==> src/rtl/tcs34725_pkg.sv <==
// tcs34725_pkg: register map, command encoding, sequencer states and init table for the TCS34725 config sequencer
package tcs34725_pkg;

    localparam logic [4:0] REG_ENABLE  = 5'h00;
    localparam logic [4:0] REG_ATIME   = 5'h01;
    localparam logic [4:0] REG_CONTROL = 5'h0F;

    localparam logic [7:0] CMD_BIT = 8'h80;
    localparam logic [7:0] EN_PON  = 8'h01;
    localparam logic [7:0] EN_AEN  = 8'h02;

    localparam int INIT_LEN = 4;

    typedef enum logic [2:0] {
        S_PWRUP,
        S_ISSUE,
        S_WAIT,
        S_GAP,
        S_DELAY,
        S_READY
    } state_t;

    typedef struct packed {
        logic [4:0] rg;
        logic [7:0] data;
    } wr_t;

    function automatic wr_t init_entry(input logic [1:0] idx, input logic [7:0] atime,
                                       input logic [1:0] again);
        return (idx == 2'd0) ? wr_t'({REG_ENABLE, EN_PON}) :
               (idx == 2'd1) ? wr_t'({REG_ENABLE, EN_PON | EN_AEN}) :
               (idx == 2'd2) ? wr_t'({REG_ATIME, atime}) :
                               wr_t'({REG_CONTROL, 6'b0, again});
    endfunction

endpackage

==> src/rtl/seq_timer.sv <==
// seq_timer: loadable 32-bit down-counter; expired is high for the single cycle the count sits at 1.
module seq_timer #(
    parameter logic [31:0] RST_VAL = 32'd0
) (
    input  logic        clk,
    input  logic        rst,
    input  logic        load,
    input  logic [31:0] value,
    output logic        expired
);

    logic [31:0] cnt;

    // A load of 0 is stretched to 1 so every delay lasts at least one cycle
    always_ff @(posedge clk or negedge rst)
        if (!rst) cnt <= RST_VAL;
        else cnt <= load ? ((value == 32'd0) ? 32'd1 : value) :
                    (cnt != 32'd0) ? cnt - 32'd1 : cnt;

    assign expired = (cnt == 32'd1);

endmodule

==> src/rtl/tcs34725_cfg_seq.sv <==
// tcs34725_cfg_seq: runs the TCS34725 power-up write sequence, then serialises host register writes
// onto the single-byte I2C write engine with gaps and a per-transaction watchdog.
module tcs34725_cfg_seq #(
    parameter logic [6:0]  SLAVE_ADDR  = 7'h29,
    parameter logic [7:0]  ATIME_INIT  = 8'hF6,
    parameter logic [1:0]  AGAIN_INIT  = 2'b01,
    parameter logic [31:0] PWRUP_CYC   = 32'd50_000,
    parameter logic [31:0] PON_CYC     = 32'd150_000,
    parameter logic [15:0] GAP_CYC     = 16'd200,
    parameter logic [31:0] TIMEOUT_CYC = 32'd100_000
) (
    input  logic       clk,
    input  logic       rst,
    input  logic       cfg_req,
    input  logic [4:0] cfg_reg,
    input  logic [7:0] cfg_data,
    output logic       cfg_ack,
    output logic       busy,
    output logic       init_done,
    output logic       err,
    output logic       eng_enable,
    output logic [7:0] eng_add,
    output logic [7:0] eng_add_reg,
    output logic [7:0] eng_data,
    output logic [2:0] eng_num_byte,
    output logic       eng_repeat_start,
    input  logic       eng_done
);

    import tcs34725_pkg::*;

    state_t      state, nxt;
    logic [1:0]  idx;
    logic        host;
    logic [4:0]  pend_reg;
    logic [7:0]  pend_data;
    logic        dly_load, dly_exp, wd_load, wd_exp;
    logic [31:0] dly_val;
    logic        issue, finish, wr_err, take, adv;
    wr_t         ent;

    assign ent              = init_entry(idx, ATIME_INIT, AGAIN_INIT);
    assign eng_add          = {SLAVE_ADDR, 1'b0};
    assign eng_num_byte     = 3'd1;
    assign eng_repeat_start = 1'b0;
    assign busy             = (state != S_READY);

    // The delay timer starts out already counting the power-up wait
    seq_timer #(.RST_VAL((PWRUP_CYC == 32'd0) ? 32'd1 : PWRUP_CYC)) u_dly (
        .clk(clk), .rst(rst), .load(dly_load), .value(dly_val), .expired(dly_exp)
    );

    seq_timer #(.RST_VAL(32'd0)) u_wd (
        .clk(clk), .rst(rst), .load(wd_load), .value(TIMEOUT_CYC), .expired(wd_exp)
    );

    always_ff @(posedge clk or negedge rst)
        if (!rst) state <= S_PWRUP;
        else state <= nxt;

    always_comb begin
        nxt      = state;
        dly_load = 1'b0;
        dly_val  = {16'd0, GAP_CYC};
        wd_load  = 1'b0;
        issue    = 1'b0;
        finish   = 1'b0;
        wr_err   = 1'b0;
        take     = 1'b0;
        adv      = 1'b0;
        cfg_ack  = 1'b0;
        case (state)
            S_PWRUP: nxt = dly_exp ? S_ISSUE : S_PWRUP;
            S_ISSUE: begin
                issue   = 1'b1;
                wd_load = 1'b1;
                nxt     = S_WAIT;
            end
            S_WAIT: if (eng_done || wd_exp) begin
                finish   = 1'b1;
                wr_err   = !eng_done;
                dly_load = 1'b1;
                nxt      = S_GAP;
            end
            S_GAP: if (dly_exp) begin
                cfg_ack = host;
                adv     = !host;
                // After PON the oscillator needs its warm-up before AEN can be written
                if (host || idx == 2'(INIT_LEN - 1)) nxt = S_READY;
                else if (idx == 2'd0) begin
                    dly_load = 1'b1;
                    dly_val  = PON_CYC;
                    nxt      = S_DELAY;
                end
                else nxt = S_ISSUE;
            end
            S_DELAY: nxt = dly_exp ? S_ISSUE : S_DELAY;
            S_READY: if (cfg_req) begin
                take = 1'b1;
                nxt  = S_ISSUE;
            end
            default: nxt = S_PWRUP;
        endcase
    end

    always_ff @(posedge clk or negedge rst)
        if (!rst) begin
            eng_enable  <= 1'b0;
            eng_add_reg <= CMD_BIT;
            eng_data    <= 8'h00;
            init_done   <= 1'b0;
            err         <= 1'b0;
            idx         <= 2'd0;
            host        <= 1'b0;
            pend_reg    <= 5'd0;
            pend_data   <= 8'h00;
        end else begin
            if (issue) begin
                eng_enable  <= 1'b1;
                eng_add_reg <= CMD_BIT | {3'b0, host ? pend_reg : ent.rg};
                eng_data    <= host ? pend_data : ent.data;
            end
            if (finish) eng_enable <= 1'b0;
            if (wr_err) err <= 1'b1;
            if (take) begin
                host      <= 1'b1;
                pend_reg  <= cfg_reg;
                pend_data <= cfg_data;
            end
            if (adv) idx <= idx + 2'd1;
            if (nxt == S_READY && state != S_READY) init_done <= 1'b1;
        end

endmodule

==> config.mk <==
export PLATFORM = sky130hd
export DESIGN_NAME = tcs34725_cfg_seq
export DESIGN_NICKNAME = d
export VERILOG_FILES = /design/src/rtl/tcs34725_pkg.sv /design/src/rtl/seq_timer.sv /design/src/rtl/tcs34725_cfg_seq.sv
export SDC_FILE = /design/constraint.sdc
export NUM_CORES = 1
export LEC_CHECK = 0
export CELL_PAD_IN_SITES_DETAIL_PLACEMENT = 1
export CELL_PAD_IN_SITES_GLOBAL_PLACEMENT = 2
export CORE_MARGIN = 2
export CORE_UTILIZATION = 35
export CTS_CLUSTER_DIAMETER = 100
export CTS_CLUSTER_SIZE = 10
export DETAILED_ROUTE_END_ITERATION = 16
export DONT_BUFFER_PORTS = 1
export GPL_ROUTABILITY_DRIVEN = 0
export PLACE_DENSITY_LB_ADDON = 0.2
export SLEW_MARGIN = 20
export SYNTH_ARGS = -nofsm -noshare
export SYNTH_HDL_FRONTEND = slang
export SYNTH_SLANG_ARGS = --single-unit
export TNS_END_PERCENT = 20
==> constraint.sdc <==
create_clock -name clk -period 6.4 [get_ports clk]
set_clock_uncertainty 0.2 [all_clocks]
set_input_delay 1.92 -clock clk [delete_from_list [all_inputs] [get_ports clk]]
set_output_delay 1.92 -clock clk [all_outputs]
set_load 0.005 [all_outputs]
==> results of run 1 <==
## stage by stage
stage | utilization (%) | power (W) | worst slack [ns] | instances | cell area (sq um)
after floorplan | - | 0.00138 | 2.43 | 535 | 5230
after global placement | 36.4 | 0.00150 | 2.17 | 684 | 5270
after detailed placement | 36.4 | 0.00153 | 2.15 | 684 | 5270
after CTS | 38.6 | 0.00212 | 1.76 | 700 | 5590
after global routing | 38.6 | 0.00225 | 1.69 | 700 | 5590
final | 38.6 | 0.00210 | 1.82 | 700 | 5590
## worst max-delay path, cell delays in order (launching register included)
cell	delay, ns
dfrtp_1	0.41
or4_1	0.57
or2_1	0.41
nor4_1	0.51
and2_1	0.21
## routing by layer
metal / up-vias / global-route usage, % / part of all wire (%)
met4: 0 / 5.88 / 2.0
li1: 1857 / - / -
met2: 39 / 26.4 / 48
met5: - / 0 / 0
met1: 1919 / 20.5 / 48
met3: 17 / 3.06 / 2.8
## layout by cell type (no fill, tap or decap), types with 4 or more instances in the layout
cell        n
a211oi_1    4
a21oi_1    35
clkbuf_16   9
conb_1     15
dfrtp_1    93
dfstp_2     6
ha_1       11
inv_1       8
mux2_2     14
nand2_1    31
nand2b_1    4
nand3_1    16
nand4_1     4
nor2_1     39
nor2b_1     5
nor3_1     14
nor4_1     16
o2111ai_1   4
o211ai_1    4
o21ai_0    33
o31ai_1    17
or2_2       5
or3_1      23
or4_1      23
xnor2_1    17
xor2_1     13
## Yosys cell counts, types with 3 or more instances
cell type and instances:
a2111oi_0 3, a211oi_1 4, a21oi_1 35, and3_1 3
buf_4 15, clkbuf_1 18, dfrtp_1 93, dfstp_2 6
ha_1 11, inv_1 8, mux2_2 14, nand2_1 31
nand2b_1 4, nand3_1 16, nand4_1 4, nor2_1 39
nor2b_1 5, nor3_1 14, nor4_1 16, nor4_2 3
o2111ai_1 4, o211ai_1 4, o21ai_0 33, o311ai_0 3
o31ai_1 17, or2_2 5, or3_1 23, or3b_2 3
or4_1 23, xnor2_1 17, xor2_1 13
## cell type report
type	count	area, sq um	share of cell area (%)
clock buffers	10	239	4.27
clock inverters	6	78.8	1.41
inverters	8	30.0	0.537
multi-input cells	390	2500	44.8
flip-flops and latches	99	2480	44.4
well taps	184	230	4.12
repair buffers	3	22.5	0.403
## path summary, 6_finish.rpt
kind | start | end | slack [ns] | cells past startpoint
max | u_dly.cnt[12]$_DFFE_PN0P_ | cfg_ack | 1.82 | 4
min reg2reg | err$_DFFE_PN0P_ | err$_DFFE_PN0P_ | 0.31 | 1
min | err$_DFFE_PN0P_ | err$_DFFE_PN0P_ | 0.31 | 1
max reg2reg | u_dly.cnt[12]$_DFFE_PN0P_ | u_dly.cnt[6]$_DFFE_PN1P_ | 3.20 | 5
max in group asynchronous | rst | u_dly.cnt[6]$_DFFE_PN1P_ | 4.70 | 0
min in group asynchronous | rst | u_dly.cnt[23]$_DFFE_PN0P_ | 1.06 | 0
## power by group
group	internal (W)	switching, W	total [W]
clock network	0.000322	0.000258	0.000580
registers	0.000771	0.000159	0.000930
logic	0.000218	0.000370	0.000588
## cells by family after synthesis
family          count (synthesis)
flops                          99
other cells                     2
compound gates                114
fa+ha+maj                      11
buf+inv                        46
xor+xnor                       30
mux                            16
simple gates                  204
==> metrics.yaml, run 1 <==
start_util_pct: 35.8
power_density_mw_per_mm2: 375
drtIter0Drc: 111
p_leak_nw: 2.36
wl_per_cell_um: 17.1
synth_xor_area_share_pct: 5.07
slew_viol_final: 0
cts_hold_buf: 0
synth-edff-count: 0
root_buffer: "clkbuf_16"
cts_made_buffers: 9
synth_top_area_share_pct: 44.9
grt_pass1_vias: 4013
synthFlopType: "dfrtp_1"
largestRegisters: "u_dly.cnt: 32 flops, u_wd.cnt: 32 flops"
async_reset_ff_share_pct: 100
path_clk_slew_ns: 0.07
hold_violations: 0
drc: 0
rsz0062_at_grt: "no"
final.fill_count: 1630
critPathLaunchType: "register"
synth_mux_area_share_pct: 3.43
dr.pass1.iters: 4
yosysSeqAreaShare_pct: 47.9
viasPerCell: 5.47
relSlewSlack_pct: 43.2
ir_worst_vdd_v: 0.000145
synth-seq-cells: 99
overflow: 0
cts_max_level: 3
max_slew.worst_pin.slew_ns: 0.849
cts_setup_buffers: 0
synth.avg_cell_area_sq_um: 9.93
portBuffers: 0
detail-route-antenna-nets: 0
holdWs_ns: 0.307
die_x_um: 126
synthSimpleGateAreaFrac_pct: 22.2
via_count: 3832
cts_tree: "done"
synth_top_family_by_area: "simple AND/OR/NAND/NOR gates"
wl_um: 12000
cp_data_required_time_ns: 4.28
yosysUniqueCellTypes: 54
fmax_ghz: 0.218
antenna_found_initial: 0
yosysTopAreaCell: "dfrtp_1"
status: "finished, final reports clean"
nets: 539
ys_top_cells_by_area: "dfrtp_1, a21oi_1, or4_1, o21ai_0, dfstp_2"
dp_hpwl_um: 8130
criticalPathCategory: "reg -> out"
die_h_um: 126
grt_pass1_wl_um: 20400
num_rows: 44
die_area_sq_mm: 0.0158
cp.arrival_ns: 2.46
synth_area_sq_mm: 0.00518
track_usage_pct: 15.8
max_cap_violations: 0
grt_max_degree: 100
period_share_pct: 71.5
cts_buffer_depth: 2
crit_fanout: 13
yosys_warnings: 0
synth-compound-area-share_pct: 13.8
postSynthCellCount: 522
synthToLayoutAreaGrowth_pct: 7.87
fin_tns_setup_ns: 0
end_kind: "output pin"
finalSetupViolCount: 0
yosys.area_share.adder_pct: 2.66
cts_resized: 0
period_minus_slack_ns: 4.58
clkLatencyLatePin_ns: 0.35
core_area_sq_mm: 0.0145
ios: 50
n_antenna_cell: 0
cts.sink_count: 99
drive_gt1_share_pct: 11.0
hold_class: "reg -> reg"
No activity file was read; power rests on OpenSTA's default activity.
==> run 2, diff against run 1 <==
- clock period: 6.4 -> 4.4 ns (I/O delays scaled with it)
==> metrics.yaml, run 2 (synthesis gave the netlist of run 1 again) <==
layout_common_cells: "dfrtp_1, nor2_1, a21oi_1, o21ai_0, nand2_1"
cts_max_level: 3  # unchanged
fmax_ghz: 0.252
period_minus_slack_ns: 3.97
fin_tns_setup_ns: 0  # unchanged
drc: 0  # unchanged
cts_tree: "done"
status: "finished, final reports clean"
fin_cells: 700  # unchanged
synthToLayoutAreaGrowth_pct: 7.12
power.internal_w: 0.00183  # +40%
crit_chain: "or4_1 > or2_1 > nor4_1 > and2_1"
multi_input_comb_area_sq_mm: 0.00250  # unchanged
detail-route-antenna-nets: 0  # unchanged
dr.pass1.iters: 4  # unchanged
die_x_um: 126  # unchanged
cp_num_buf_inv: 0  # unchanged
cts_made_buffers: 9  # unchanged
ir_worst_vdd_v: 0.000258  # +77%
wl_per_cell_um: 17.3  # +1.4%
via_count: 3861  # +0.76%
num_rows: 44  # unchanged
criticalPathCategory: "reg -> out"
antenna_found_initial: 0  # unchanged
crit_fanout: 13  # unchanged
start_util_pct: 35.8  # unchanged
switching_share_pct: 38.2  # +0.70 points
cts_setup_buffers: 0  # unchanged
path_clk_slew_ns: 0.07  # about the same
post_dp_cell_area_sq_mm: 0.00527  # unchanged
hold_class: "reg -> reg"
end_kind: "output pin"
ff_latch_area_sq_mm: 0.00248  # unchanged
clkLatencyLatePin_ns: 0.36  # about the same
grt_pass1_wl_um: 21100  # +3.7%
final.fill_count: 1651  # +1.3%
relSlewSlack_pct: 45.2  # +2.1 points
pwr-share-comb_pct: 28.8  # +0.8 points
die_h_um: 126  # unchanged
design_area_sq_mm: 0.00555  # -0.69%
cts_buffer_depth: 2  # unchanged
rsz0062_at_grt: "no"
die_area_sq_mm: 0.0158  # unchanged
cp_top_family: "simple AND/OR/NAND/NOR gates"
max_cap_violations: 0  # unchanged
ios: 50  # unchanged
cts.sink_count: 99  # unchanged
largestRegisters: "u_dly.cnt: 32 flops, u_wd.cnt: 32 flops"
cts_resized: 0  # unchanged
drtIter0Drc: 121  # +9.0%
place_inst: 684  # unchanged
cp.arrival_ns: 2.45  # about the same
period_share_pct: 90.2
grt_pass1_vias: 4146  # +3.3%
slew_viol_final: 0  # unchanged
drive_gt1_share_pct: 10.7  # -0.39 points
root_buffer: "clkbuf_16"
hold_violations: 0  # unchanged
nets: 539  # unchanged
pwr-share-seq_pct: 45.6  # +1.3 points
critPathLaunchType: "register"
dp_hpwl_um: 8140  # about the same
wl_um: 12100  # +1.4%
core_area_sq_mm: 0.0145  # unchanged
power.switching_w: 0.00113  # +44%
max_slew.worst_pin.slew_ns: 0.818  # -0.0307 ns
portBuffers: 0  # unchanged
clockPowerShare_pct: 25.7  # -2.0 points
cts_hold_buf: 0  # unchanged
cp_data_required_time_ns: 2.88  # -1.40 ns
n_antenna_cell: 0  # unchanged
crit_slowest_cell: "or4_1"
grt_max_degree: 100  # unchanged
p_leak_nw: 2.34  # -0.89%
track_usage_pct: 16.2  # +0.44 points
finalSetupViolCount: 0  # unchanged
viasPerCell: 5.52  # +0.76%
overflow: 0  # unchanged
slowest_delay_ns: 0.59  # +0.02 ns
power_density_mw_per_mm2: 534  # +42%
final_common_cell: "dfrtp_1"
-- run 2: through the flow --
stage,power (W),hold slack (ns),util (%),setup slack (ns)
6_report,0.00296,0.306,38.3,0.433
3_3_place_gp,0.00218,0.284,36.4,0.801
3_5_place_dp,0.00222,0.294,36.4,0.785
5_1_grt,0.00321,0.322,38.3,0.270
2_1_floorplan,0.00201,0.263,-,1.03
4_1_cts,0.00302,0.311,38.3,0.363
-- run 2: worst paths after layout --
| check | start | to | slack (ns) | depth (start not counted) |
|---|---|---|---|---|
| max | u_dly.cnt[12]$_DFFE_PN0P_ | cfg_ack | 0.43 | 4 |
| min | pend_data[7]$_DFFE_PN0P_ | pend_data[7]$_DFFE_PN0P_ | 0.31 | 1 |
| max reg2reg | u_dly.cnt[12]$_DFFE_PN0P_ | u_dly.cnt[6]$_DFFE_PN1P_ | 1.19 | 5 |
| min reg2reg | pend_data[7]$_DFFE_PN0P_ | pend_data[7]$_DFFE_PN0P_ | 0.31 | 1 |
| max in group asynchronous | rst | u_dly.cnt[6]$_DFFE_PN1P_ | 3.31 | 0 |
| min in group asynchronous | rst | u_dly.cnt[30]$_DFFE_PN0P_ | 0.46 | 0 |
-- run 2: area by class of cell --
cell class	instances	area share [%]
Multi-Input combinational cell	390	45.1
Clock buffer	11	4.19
Clock inverter	5	0.834
Timing Repair Buffer	3	0.406
Sequential cell	99	44.8
Inverter	8	0.541
Tap cell	184	4.15
-- run 2: routing by layer --
layer  up-vias  track usage (%)  part of all wire [%]
met5         -                0                     0
met4         0             3.27                  0.96
met3         7             4.46                   3.0
met2        33             28.0                    49
met1      1963             20.6                    47
li1       1858                -                     -
-- run 2: worst reg2reg max path, stage by stage, from the launching register on --
cell and delay (ns):
dfrtp_1 0.40, or4_1 0.59, or2_1 0.42, or4_4 0.65
o211ai_4 0.65, or3b_2 0.25
-- run 2: power by group through the flow --
| stage | Sequential (W) | Clock (W) | Combinational, W |
|---|---|---|---|
| floorplan | 0.00128 | 0 | 0.000727 |
| global placement | 0.00135 | 0 | 0.000827 |
| detailed placement | 0.00137 | 0 | 0.000853 |
| CTS | 0.00135 | 0.000801 | 0.000867 |
| global route | 0.00139 | 0.000831 | 0.000986 |
| finish | 0.00135 | 0.000761 | 0.000854 |
==> run 3, diff against run 2 <==
- PLACE_DENSITY_LB_ADDON: 0.2 -> 0.1
==> metrics.yaml, run 3 (synthesis gave the netlist of run 1 again) <==
dr.pass1.iters: 4  # unchanged
detail-route-antenna-nets: 0  # unchanged
portBuffers: 0  # unchanged
track_usage_pct: 16.7  # +0.41 points
path_clk_slew_ns: 0.08  # about the same
cts_setup_buffers: 0  # unchanged
rsz0062_at_grt: "no"
final.fill_count: 1648  # -0.18%
cp.arrival_ns: 2.36  # -0.09 ns
ir_worst_vdd_v: 0.000236  # -8.5%
status: "finished, final reports clean"
pwr-share-comb_pct: 28.6  # -0.2 points
cts_made_buffers: 9  # unchanged
slew_viol_final: 0  # unchanged
num_rows: 44  # unchanged
post_dp_cell_area_sq_mm: 0.00529  # +0.28%
max_slew.worst_pin.slew_ns: 0.833  # +0.0149 ns
overflow: 0  # unchanged
total_power_w: 0.00302  # +1.9%
cts_hold_buf: 0  # unchanged
start_util_pct: 35.8  # unchanged
cts_max_level: 3  # unchanged
cts_tree: "done"
end_kind: "output pin"
n_antenna_cell: 0  # unchanged
cts_buffer_depth: 2  # unchanged
criticalPathCategory: "reg -> out"
die_x_um: 126  # unchanged
grt_pass1_wl_um: 21300  # +0.82%
nets: 541  # +0.37%
pwr-share-seq_pct: 44.7  # -0.9 points
clockPowerShare_pct: 26.7  # +1.0 points
final_common_cell: "dfrtp_1"
cts_resized: 0  # unchanged
viasPerCell: 5.51  # -0.13%
power.internal_w: 0.00184  # +0.64%
drtIter0Drc: 127  # +5.0%
hold_violations: 0  # unchanged
cts.sink_count: 99  # unchanged
synthToLayoutAreaGrowth_pct: 7.87
finalSetupViolCount: 0  # unchanged
drc: 0  # unchanged
cp_data_required_time_ns: 2.88  # about the same
grt_pass1_vias: 4193  # +1.1%
postLayoutCoreUtil_pct: 38.6  # +0.27 points
fin_cells: 702  # +0.29%
wl_um: 12400  # +1.9%
root_buffer: "clkbuf_16"
crit_fanout: 13  # unchanged
antenna_found_initial: 0  # unchanged
ios: 50  # unchanged
relSlewSlack_pct: 44.0  # -1.2 points
period_share_pct: 88.1  # -2.1 points
die_area_sq_mm: 0.0158  # unchanged
switching_share_pct: 39.0  # +0.77 points
fmax_ghz: 0.258  # +2.4%
hold_class: "reg -> reg"
power_density_mw_per_mm2: 541  # +1.2%
dp_hpwl_um: 8190  # +0.62%
wl_per_cell_um: 17.6  # +1.6%
fin_tns_setup_ns: 0  # unchanged
largestRegisters: "u_dly.cnt: 32 flops, u_wd.cnt: 32 flops"
max_cap_violations: 0  # unchanged
design_area_sq_mm: 0.00559  # +0.70%
grt_max_degree: 100  # unchanged
period_minus_slack_ns: 3.88  # -0.0916 ns
p_leak_nw: 2.36  # +0.77%
place_inst: 686  # +0.29%
drive_gt1_share_pct: 11.4  # +0.73 points
power.switching_w: 0.00118  # +4.0%
layout_common_cells: "dfrtp_1, nor2_1, a21oi_1, o21ai_0, nand2_1"
critPathLaunchType: "register"
core_area_sq_mm: 0.0145  # unchanged
via_count: 3867  # +0.16%
clkLatencyLatePin_ns: 0.36  # about the same
die_h_um: 126  # unchanged
-- run 3: power groups by stage --
stage               clock, W  combinational [W]  sequential, W
global placement           0           0.000846        0.00135
CTS                 0.000843           0.000873        0.00135
detailed placement         0           0.000866        0.00136
floorplan                  0           0.000727        0.00128
global route        0.000870           0.000988        0.00139
finish              0.000807           0.000865        0.00135
-- run 3: final cells by class --
cell class	instances	area [sq um]	share of cell area (%)
multi-input cells	390	2500	44.8
inverters	8	30.0	0.537
well taps	184	230	4.12
repair buffers	5	37.5	0.671
clock inverters	7	77.6	1.39
clock buffers	9	225	4.03
flip-flops and latches	99	2480	44.4
-- run 3: worst paths after layout --
| kind | slack [ns] | cells past startpoint | end | start |
|---|---|---|---|---|
| hold reg to reg | 0.31 | 1 | err$_DFFE_PN0P_ | err$_DFFE_PN0P_ |
| hold / removal | 0.31 | 1 | err$_DFFE_PN0P_ | err$_DFFE_PN0P_ |
| setup / recovery | 0.52 | 4 | cfg_ack | u_dly.cnt[12]$_DFFE_PN0P_ |
| setup reg to reg | 1.17 | 5 | u_dly.cnt[6]$_DFFE_PN1P_ | u_dly.cnt[12]$_DFFE_PN0P_ |
| min in group asynchronous | 0.45 | 0 | u_dly.cnt[21]$_DFFE_PN0P_ | rst |
| max in group asynchronous | 3.32 | 0 | u_dly.cnt[4]$_DFFE_PN1P_ | rst |
-- run 3: worst max-delay path: stages, from the launching register on --
cell     delay (ns)
dfrtp_1        0.41
or4_1          0.57
or2_1          0.41
nor4_1         0.39
and2_1         0.21
-- run 3: stage by stage --
| stage | hold WS, ns | setup slack, ns |
|---|---|---|
| 4_1_cts | 0.314 | 0.475 |
| 2_1_floorplan | 0.263 | 1.03 |
| 3_5_place_dp | 0.296 | 0.881 |
| 5_1_grt | 0.325 | 0.392 |
| 6_report | 0.308 | 0.524 |
| 3_3_place_gp | 0.288 | 0.900 |
-- run 3: layer usage --
layer / part of all wire [%] / GRT usage (%) / vias up
met3: 2.8 / 4.04 / 13
met4: 1.5 / 5.69 / 0
li1: - / - / 1872
met1: 47 / 20.8 / 1937
met2: 49 / 28.3 / 45
met5: 0 / 0 / -
